$ cat config.mk
export PLATFORM = sky130hd
export DESIGN_NAME = serial_uart_bridge
export DESIGN_NICKNAME = d
export VERILOG_FILES = /design/src/rtl/serial_uart_bridge_pkg.sv /design/src/rtl/serial_uart_bridge_fifo.sv /design/src/rtl/serial_uart_bridge.sv
export SDC_FILE = /design/constraint.sdc
export NUM_CORES = 1
export LEC_CHECK = 0
export CAP_MARGIN = 5
export CORE_MARGIN = 2
export CORE_UTILIZATION = 52
export CTS_BUF_LIST = sky130_fd_sc_hd__clkbuf_4 sky130_fd_sc_hd__clkbuf_8
export DETAILED_ROUTE_END_ITERATION = 8
export PLACE_DENSITY = 0.71
export SLEW_MARGIN = 25
export SYNTH_ARGS = -nofsm -noshare
export SYNTH_HDL_FRONTEND = slang
export SYNTH_SLANG_ARGS = --single-unit
$ cat constraint.sdc
create_clock -name clock -period 4.7 [get_ports clock]
set_clock_uncertainty 0.2 [all_clocks]
set_input_delay 0.47 -clock clock [delete_from_list [all_inputs] [get_ports clock]]
set_output_delay 0.47 -clock clock [all_outputs]
set_load 0.005 [all_outputs]
$ cat src/rtl/serial_uart_bridge_pkg.sv
// Shared constants and FSM state encodings for the processor <-> UART byte bridge.
package serial_uart_bridge_pkg;

    localparam int unsigned BYTE_W    = 8;
    localparam int unsigned DATA_BITS = 8;
    localparam int unsigned BIT_IDX_W = 3;

    typedef enum logic [1:0] {
        TX_IDLE,
        TX_START,
        TX_DATA,
        TX_STOP
    } tx_state_t;

    typedef enum logic [1:0] {
        RX_IDLE,
        RX_START,
        RX_DATA,
        RX_STOP
    } rx_state_t;

endpackage

$ cat src/rtl/serial_uart_bridge_fifo.sv
// Show-ahead byte FIFO; head reads as 0x00 while empty. Push is accepted when full if a pop lands in the same cycle.
module byte_fifo
    import serial_uart_bridge_pkg::*;
#(
    parameter int unsigned DEPTH = 16,
    localparam int unsigned PTR_W = $clog2(DEPTH),
    localparam int unsigned CNT_W = $clog2(DEPTH) + 1
) (
    input  logic              clock,
    input  logic              reset,
    input  logic              push,
    input  logic [BYTE_W-1:0] push_data,
    input  logic              pop,
    output logic [BYTE_W-1:0] head_data,
    output logic              full,
    output logic              empty,
    output logic [CNT_W-1:0]  count
);

    logic [BYTE_W-1:0] mem [DEPTH];
    logic [PTR_W-1:0]  wr_ptr_q;
    logic [PTR_W-1:0]  rd_ptr_q;
    logic [CNT_W-1:0]  count_q;
    logic              do_push_c;
    logic              do_pop_c;

    assign empty     = (count_q == '0);
    assign full      = (count_q == CNT_W'(DEPTH));
    assign count     = count_q;
    assign do_pop_c  = pop && !empty;
    assign do_push_c = push && (!full || do_pop_c);
    assign head_data = empty ? '0 : mem[rd_ptr_q];

    always_ff @(posedge clock) begin
        if (do_push_c) begin
            mem[wr_ptr_q] <= push_data;
        end
    end

    // Pointers wrap naturally because DEPTH is a power of two.
    always_ff @(posedge clock) begin
        if (reset) begin
            wr_ptr_q <= '0;
            rd_ptr_q <= '0;
            count_q  <= '0;
        end else begin
            if (do_push_c) begin
                wr_ptr_q <= wr_ptr_q + PTR_W'(1);
            end
            if (do_pop_c) begin
                rd_ptr_q <= rd_ptr_q + PTR_W'(1);
            end
            case ({do_push_c, do_pop_c})
                2'b10:   count_q <= count_q + CNT_W'(1);
                2'b01:   count_q <= count_q - CNT_W'(1);
                default: count_q <= count_q;
            endcase
        end
    end

endmodule

$ cat src/rtl/serial_uart_bridge.sv
// Processor MMIO byte port bridged to an 8N1 UART, with a byte FIFO in each direction.
module serial_uart_bridge
    import serial_uart_bridge_pkg::*;
#(
    parameter int unsigned CLKS_PER_BIT = 434,
    parameter int unsigned FIFO_DEPTH   = 16
) (
    input  logic              clock,
    input  logic              reset,
    input  logic [BYTE_W-1:0] proc_data_in,
    input  logic              proc_wren_in,
    input  logic              proc_rden_in,
    output logic [BYTE_W-1:0] proc_data_out,
    output logic              proc_valid_out,
    output logic              proc_ready_out,
    input  logic              uart_rx_in,
    output logic              uart_tx_out,
    output logic              rx_frame_err_out,
    output logic              rx_overflow_out
);

    localparam int unsigned BAUD_W = $clog2(CLKS_PER_BIT);
    localparam int unsigned CNT_W  = $clog2(FIFO_DEPTH) + 1;
    localparam logic [BAUD_W-1:0]    BIT_LAST  = BAUD_W'(CLKS_PER_BIT - 1);
    localparam logic [BAUD_W-1:0]    HALF_LAST = BAUD_W'(CLKS_PER_BIT / 2 - 1);
    localparam logic [BIT_IDX_W-1:0] LAST_DATA = BIT_IDX_W'(DATA_BITS - 1);

    logic [BYTE_W-1:0] tx_head, rx_head;
    logic              tx_full, tx_empty, rx_full, rx_empty;
    logic [CNT_W-1:0]  tx_count, rx_count;
    logic              tx_push_c, tx_pop_c, rx_push_c, rx_pop_c;

    tx_state_t             tx_state_q, tx_state_d;
    logic [BAUD_W-1:0]     tx_baud_q, tx_baud_d;
    logic [BIT_IDX_W-1:0]  tx_bit_q, tx_bit_d;
    logic [BYTE_W-1:0]     tx_shift_q, tx_shift_d;
    logic                  tx_line_q, tx_line_d;

    rx_state_t             rx_state_q, rx_state_d;
    logic [BAUD_W-1:0]     rx_baud_q, rx_baud_d;
    logic [BIT_IDX_W-1:0]  rx_bit_q, rx_bit_d;
    logic [BYTE_W-1:0]     rx_shift_q, rx_shift_d;
    logic [1:0]            rx_sync_q;
    logic                  rx_line;
    logic                  rx_frame_err_q, rx_frame_err_d;
    logic                  rx_overflow_q, rx_overflow_d;

    assign tx_push_c        = proc_wren_in && !tx_full;
    assign rx_pop_c         = proc_rden_in && !rx_empty;
    assign rx_line          = rx_sync_q[1];
    assign proc_ready_out   = (tx_count != CNT_W'(FIFO_DEPTH));
    assign proc_valid_out   = (rx_count != '0);
    assign proc_data_out    = rx_head;
    assign uart_tx_out      = tx_line_q;
    assign rx_frame_err_out = rx_frame_err_q;
    assign rx_overflow_out  = rx_overflow_q;

    byte_fifo #(.DEPTH(FIFO_DEPTH)) u_tx_fifo (
        .clock     (clock),
        .reset     (reset),
        .push      (tx_push_c),
        .push_data (proc_data_in),
        .pop       (tx_pop_c),
        .head_data (tx_head),
        .full      (tx_full),
        .empty     (tx_empty),
        .count     (tx_count)
    );

    byte_fifo #(.DEPTH(FIFO_DEPTH)) u_rx_fifo (
        .clock     (clock),
        .reset     (reset),
        .push      (rx_push_c),
        .push_data (rx_shift_q),
        .pop       (rx_pop_c),
        .head_data (rx_head),
        .full      (rx_full),
        .empty     (rx_empty),
        .count     (rx_count)
    );

    always_ff @(posedge clock) begin
        if (reset) begin
            tx_state_q <= TX_IDLE;
            tx_baud_q  <= '0;
            tx_bit_q   <= '0;
            tx_shift_q <= '0;
            tx_line_q  <= 1'b1;
        end else begin
            tx_state_q <= tx_state_d;
            tx_baud_q  <= tx_baud_d;
            tx_bit_q   <= tx_bit_d;
            tx_shift_q <= tx_shift_d;
            tx_line_q  <= tx_line_d;
        end
    end

    // TX: the line register is loaded with the next bit value on each bit boundary.
    always_comb begin
        tx_state_d = tx_state_q;
        tx_baud_d  = tx_baud_q;
        tx_bit_d   = tx_bit_q;
        tx_shift_d = tx_shift_q;
        tx_line_d  = tx_line_q;
        tx_pop_c   = 1'b0;
        case (tx_state_q)
            TX_IDLE: begin
                tx_line_d = 1'b1;
                if (!tx_empty) begin
                    tx_pop_c   = 1'b1;
                    tx_shift_d = tx_head;
                    tx_baud_d  = '0;
                    tx_line_d  = 1'b0;
                    tx_state_d = TX_START;
                end
            end
            TX_START: begin
                if (tx_baud_q == BIT_LAST) begin
                    tx_baud_d  = '0;
                    tx_bit_d   = '0;
                    tx_line_d  = tx_shift_q[0];
                    tx_state_d = TX_DATA;
                end else begin
                    tx_baud_d = tx_baud_q + BAUD_W'(1);
                end
            end
            TX_DATA: begin
                if (tx_baud_q == BIT_LAST) begin
                    tx_baud_d  = '0;
                    tx_shift_d = tx_shift_q >> 1;
                    if (tx_bit_q == LAST_DATA) begin
                        tx_line_d  = 1'b1;
                        tx_state_d = TX_STOP;
                    end else begin
                        tx_bit_d  = tx_bit_q + BIT_IDX_W'(1);
                        tx_line_d = tx_shift_q[1];
                    end
                end else begin
                    tx_baud_d = tx_baud_q + BAUD_W'(1);
                end
            end
            TX_STOP: begin
                if (tx_baud_q == BIT_LAST) begin
                    tx_baud_d  = '0;
                    tx_state_d = TX_IDLE;
                    // Chain straight into the next frame so queued bytes leave no idle gap.
                    if (!tx_empty) begin
                        tx_pop_c   = 1'b1;
                        tx_shift_d = tx_head;
                        tx_line_d  = 1'b0;
                        tx_state_d = TX_START;
                    end
                end else begin
                    tx_baud_d = tx_baud_q + BAUD_W'(1);
                end
            end
            default: tx_state_d = TX_IDLE;
        endcase
    end

    always_ff @(posedge clock) begin
        if (reset) begin
            rx_state_q     <= RX_IDLE;
            rx_baud_q      <= '0;
            rx_bit_q       <= '0;
            rx_shift_q     <= '0;
            rx_sync_q      <= 2'b11;
            rx_frame_err_q <= 1'b0;
            rx_overflow_q  <= 1'b0;
        end else begin
            rx_state_q     <= rx_state_d;
            rx_baud_q      <= rx_baud_d;
            rx_bit_q       <= rx_bit_d;
            rx_shift_q     <= rx_shift_d;
            rx_sync_q      <= {rx_sync_q[0], uart_rx_in};
            rx_frame_err_q <= rx_frame_err_d;
            rx_overflow_q  <= rx_overflow_d;
        end
    end

    // RX: half-bit wait in START re-centres all later samples mid-bit.
    always_comb begin
        rx_state_d     = rx_state_q;
        rx_baud_d      = rx_baud_q;
        rx_bit_d       = rx_bit_q;
        rx_shift_d     = rx_shift_q;
        rx_frame_err_d = 1'b0;
        rx_overflow_d  = 1'b0;
        rx_push_c      = 1'b0;
        case (rx_state_q)
            RX_IDLE: begin
                if (!rx_line) begin
                    rx_baud_d  = '0;
                    rx_state_d = RX_START;
                end
            end
            RX_START: begin
                if (rx_baud_q == HALF_LAST) begin
                    rx_baud_d  = '0;
                    rx_bit_d   = '0;
                    rx_state_d = rx_line ? RX_IDLE : RX_DATA;
                end else begin
                    rx_baud_d = rx_baud_q + BAUD_W'(1);
                end
            end
            RX_DATA: begin
                if (rx_baud_q == BIT_LAST) begin
                    rx_baud_d  = '0;
                    rx_shift_d = {rx_line, rx_shift_q[BYTE_W-1:1]};
                    if (rx_bit_q == LAST_DATA) begin
                        rx_state_d = RX_STOP;
                    end else begin
                        rx_bit_d = rx_bit_q + BIT_IDX_W'(1);
                    end
                end else begin
                    rx_baud_d = rx_baud_q + BAUD_W'(1);
                end
            end
            RX_STOP: begin
                if (rx_baud_q == BIT_LAST) begin
                    rx_baud_d  = '0;
                    rx_state_d = RX_IDLE;
                    if (!rx_line) begin
                        rx_frame_err_d = 1'b1;
                    end else if (rx_full) begin
                        rx_overflow_d = 1'b1;
                    end else begin
                        rx_push_c = 1'b1;
                    end
                end else begin
                    rx_baud_d = rx_baud_q + BAUD_W'(1);
                end
            end
            default: rx_state_d = RX_IDLE;
        endcase
    end

endmodule
== After elaboration in Yosys (flattened, before gate mapping) ==
Memory sizes are Yosys's and may differ from the RTL's. A register that Yosys moved wholly into a read port is not among the register bits.
Cells that the tools add are included.
Storage, ports and cells
  register bits after elaboration: 75
  bits in writable memories: 256
  bits of input ports: 13
  output and inout bits: 13
  word-level logic and storage cells: 159
  memories kept: 2
Operators by class
  $add $sub $neg: 12
  eq/ne operators: 31
  mux-type cells: 60
  bitwise logic cells: 3
  reductions and logical operators: 33
Memory list
  u_rx_fifo.mem: depth 16, bits a word 8, read ports 1, clocked after Yosys merged registers in 1, write ports 1, line serial_uart_bridge_fifo.sv:20  | logic [BYTE_W-1:0] mem [DEPTH];
  u_tx_fifo.mem: depth 16, bits a word 8, read ports 1, clocked after Yosys merged registers in 1, write ports 1, line serial_uart_bridge_fifo.sv:20
Operators with widths (count)
  $mux W9: 5
  $mux W8: 4
  $pmux W9 S3: 1
  $ne A2 B2 Y1 const B: 13
  $pmux W8 S3: 1
  $mux W2: 11
  $pmux W5 S2: 2
  $mux W1: 19
  $add A9 B1 Y9 const B: 2
  $eq A9 B9 Y1 const B: 2
  $mux W3: 6
  $pmux W9 S2: 1
  $add A4 B1 Y4 const B: 4
  $mux W4: 4
  $pmux W2 S4: 2
  $eq A2 B2 Y1 const B: 6
  $pmux W3 S2: 2
  $reduce_and A4 Y1: 3
  $add A5 B1 Y5 const B: 2
  $eq A5 B5 Y1 const B: 2
  $logic_not A5 Y1: 2
  $reduce_and A5 Y1: 2
  $sub A5 B1 Y5 const B: 2
  $eq A9 B8 Y1 const B: 1
  19 further kinds: 40

== Longest topological paths before layout ==
  depth after elaboration: 9
  depth in mapped cells: 16
  mapped depth without buffers: 14

== Cells and area by module ==
Synthesis repeated with hierarchy kept, for this count alone.
Unflattened totals
  cells, all modules: 957
  area total of the unflattened synthesis: 14491.4 sq um
By module, submodules not included
  byte_fifo (u_tx_fifo): times used 1, cells each 333, area each 5968.2 sq um, seq. area each 4184.0 sq um
  byte_fifo (u_rx_fifo): times used 1, cells each 333, area each 5967.0 sq um, seq. area each 4184.0 sq um
  serial_uart_bridge: times used 1, cells each 291, area each 2556.2 sq um, seq. area each 980.9 sq um

== Least setup slack after synthesis ==
Ideal clock, no wire load.
  path type: register to register
  from: register rx_baud_q[2]
  to: register u_rx_fifo.count_q[4], in the netlist u_rx_fifo.count[4]
  setup time: 70 ps
  arrival time: 3097 ps
  data required time: 4430 ps
  slack: 1333 ps
  cell stages (with the launch flop): 15
  path buffers: 3
  clock period less this slack: 3367 ps
  cell sequence: dfxtp_1 > or4b_4 > buf_6 > nor3_4 > and3_1 > buf_6 > buf_8 > inv_2 > ha_1 > ha_1 > nor2b_1 > o21ai_0 > a21oi_1 > or4_1 > a21oi_1
On the way
  cells in the longest elaborated chain, start to end: 6
  elaborated cells between the ends (all ways): 8
  those cells by class: eq/ne (3); mux (3); reduce/logical (2)
RTL lines
  from (decl): line serial_uart_bridge.sv:40  | logic [BAUD_W-1:0] rx_baud_q, rx_baud_d;
  from (signal assigned): line serial_uart_bridge.sv:172  | rx_baud_q <= rx_baud_d;
  $eq A9 B9 Y1 (*): line serial_uart_bridge.sv:220  | if (rx_baud_q == BIT_LAST) begin
  $mux W1 (*): line serial_uart_bridge.sv:220
  $mux W1 (*): line serial_uart_bridge.sv:190  | case (rx_state_q)
  $logic_and A1 B1 Y1 (*): line serial_uart_bridge_fifo.sv:31  | assign do_push_c = push && (!full || do_pop_c);
  $eq A2 B1 Y1 / $eq A2 B2 Y1 (equally long branches): line serial_uart_bridge_fifo.sv:53  | case ({do_push_c, do_pop_c})
  $pmux W5 S2 / $reduce_bool A2 Y1 (equally long branches)
  to (signal assigned): line serial_uart_bridge_fifo.sv:54  | 2'b10: count_q <= count_q + CNT_W'(1);
  to (signal assigned): line serial_uart_bridge_fifo.sv:55  | 2'b01: count_q <= count_q - CNT_W'(1);
  to (signal assigned): line serial_uart_bridge_fifo.sv:56  | default: count_q <= count_q;
  to (decl): line serial_uart_bridge_fifo.sv:23  | logic [CNT_W-1:0] count_q;
Mark *: on every way between the ends. The rest lies on a longest branch, timed or not.
A chain may end at the register's enable or synchronous reset.

==> impl_metrics.json <==
{
  "grt_pass1_wl_mm": 41.6,
  "ys_top_cells_by_count": "256 x edfxtp_1, 83 x dfxtp_1, 76 x nor2_1",
  "antenna_left": 0,
  "antenna_found_initial": 0,
  "finalSetupTns_ns": 0,
  "viasPerCell": 5.74,
  "rows": 60,
  "grt_max_degree": 41,
  "finalNonFillerCells": 1338,
  "postSynth.asyncResetShare_pct": 0,
  "start_kind": "flop",
  "finalHoldViolCount": 0,
  "drtPass1Iterations": 5,
  "cts.path.max_buffers": 3,
  "worstPathArrival_ns": 3.22,
  "drv_slew": 0,
  "synth_top_area_cell": "edfxtp_1",
  "cts_tree": "done",
  "cts_made_buffers": 54,
  "clk_pin_slew_ns": 0.06,
  "relSlewSlack_pct": 30.2,
  "drive_above_1_share_pct": 19.9,
  "portBuffers": 25,
  "synth_most_common_cell": "edfxtp_1",
  "dpl.cell_count": 1239,
  "drv_cap": 0,
  "syn_nets": 947,
  "leakage_uw": 0.00527,
  "status": "finished clean",
  "nFillCells": 1978,
  "powerDensity_mw_per_mm2": 436,
  "die-area_mm2": 0.0284,
  "htreeDepth": 2,
  "grt_use_total_pct": 18.9,
  "routabilityCongestion": 0.821,
  "io_pins": 26,
  "post_cts_buffers": 0,
  "ctsRootBufferMaster": "clkbuf_8",
  "first_iter_violations": 636,
  "finalWorstSetupSlack_ns": 0.806,
  "critPathRequiredTime_ns": 4.03,
  "drt_wl_total_mm": 26.1,
  "fin_crit_ns": 3.89,
  "hold_class": "flop to flop",
  "avgSynthCellArea_um2": 15.6,
  "core_mm2": 0.0268,
  "syn_area_mm2": 0.0141,
  "drc": 0,
  "initial_core_util_pct": 52.6,
  "antenna_cells": 0,
  "ctsHoldBuffers": 0,
  "syn_inst": 902,
  "via_count": 7681,
  "final_util_pct": 58.8,
  "power_uw": 6870,
  "nets": 999,
  "ys.warnings.count": 0,
  "path_class": "flop to output port",
  "syn_to_final_growth_pct": 11.9,
  "fp.dieH_um": 169,
  "clock-sinks": 339,
  "critPathMaxFanout": 15,
  "clk_latency_ns": 0.60,
  "grt_overflow": 0,
  "synth_top_area_share_pct": 54.6,
  "ys_types": 70,
  "regArea_mm2": 0.00935,
  "post_cts_resized": 0,
  "synth_edf_count": 256,
  "fin_crit_sh_pct": 82.9,
  "grt_pass1_vias": 7844,
  "die_w_um": 169,
  "synth_area_leaders": "edfxtp_1 55%, dfxtp_1 12%, mux4_2 12%",
  "dp_hpwl_mm": 16.4,
  "multi_input_area_mm2": 0.00444,
  "rsz0062_at_grt": "no",
  "place_ws_ns": 1.05,
  "setup_viol": 0,
  "wl_per_cell_um": 19.5,
  "synthFlopType": "edfxtp_1",
  "crit_path_end_kind": "output port",
  "vdd_drop_max_v": 0.000339,
  "yosysSeqAreaShare_pct": 66.4,
  "max_freq_mhz": 257,
  "ys_ff_latch": 339,
  "tightest_slew_ns": 1.04
}
## sequential cells by signal, indices dropped and copies added, names as in the netlist, named ones only
register,cells
rx_overflow_out,1
rx_frame_err_out,1
uart_tx_out,1
u_tx_fifo.count,5
rx_sync_q,2
rx_baud_q,9
tx_shift_q,8
tx_bit_q,3
u_rx_fifo.rd_ptr_q,4
u_rx_fifo.mem,128
rx_shift_q,8
u_rx_fifo.wr_ptr_q,4
rx_state_q,1
u_tx_fifo.mem,128
tx_baud_q,9
tx_state_q,2
rx_bit_q,3
u_tx_fifo.wr_ptr_q,4
u_tx_fifo.rd_ptr_q,4
u_rx_fifo.count,5
## where the power goes
part | internal, µW | total (µW) | switching [µW]
clock | 1400 | 2520 | 1130
sequential | 3300 | 3390 | 89.4
combinational | 429 | 955 | 526
total | 5120 | 6870 | 1740
## routing by layer
metal	global-route usage (%)	part of all wire (%)	vias to the layer above
li1	-	-	3621
met1	24.0	42	3862
met2	33.8	51	163
met3	3.39	4.9	35
met4	4.91	1.4	0
met5	0	0	-
## critical path, stage by stage, from the launching register on
cell             delay, ns
dfxtp_2               0.66
buf_4                 0.35
mux4_2                0.55
mux4_2                0.47
and2_1                0.16
clkdlybuf4s50_1       0.43
## through the flow
stage / hold slack (ns) / instance area [µm²]
after floorplan: 0.189 / 14100
after global placement: 0.197 / 14700
after detailed placement: 0.197 / 14700
after CTS: 0.181 / 15800
after global routing: 0.232 / 15800
final: 0.203 / 15800
## layout make-up
cell class	count	area share [%]
Tap cell	341	2.71
Sequential cell	339	59.3
Clock inverter	28	1.40
Clock buffer	71	5.61
Multi-Input combinational cell	496	28.2
Inverter	25	0.595
Timing Repair Buffer	38	2.18
## path summary, 6_finish.rpt
kind / start / end / slack (ns) / cells past startpoint
worst min-delay path: rx_sync_q[0] / rx_sync_q[1] / 0.20 / 1
worst max-delay path: flop / proc_data_out[0] / 0.81 / 5
worst max register to register: rx_baud_q[7] / u_rx_fifo.count[4] / 1.05 / 11
worst min register to register: rx_sync_q[0] / rx_sync_q[1] / 0.20 / 1
## cell families (layout without fill, tap and decap cells)
logic type / Yosys count / in the layout / synth area share (%)
flip-flops: 339 / 339 / 66.4
AND/OR/NAND/NOR: 231 / 231 / 8.62
AO/OA/AOI/OAI: 112 / 112 / 5.06
multiplexers: 104 / 104 / 13.8
buffers and inverters: 67 / 162 / 2.14
adder cells (fa/ha/maj): 32 / 32 / 2.90
XOR/XNOR: 17 / 17 / 1.06
## layout by cell type, fill, tap and decap left out, types with 11 or more instances in the layout
master,netlist,routed
clkbuf_8,0,56
mux4_2,72,72
dfxtp_1,83,81
and2_1,12,12
edfxtp_1,256,256
inv_1,24,24
clkbuf_4,0,15
nor2b_1,11,11
ha_1,31,31
nor3_1,17,16
mux2i_1,25,25
buf_4,4,13
a21oi_1,35,35
and3_1,22,22
nand2_1,37,37
nor2_1,76,76
clkdlybuf4s50_1,0,24
o21ai_0,22,22
clkinv_1,0,14
(Power assumes the default switching activity.)
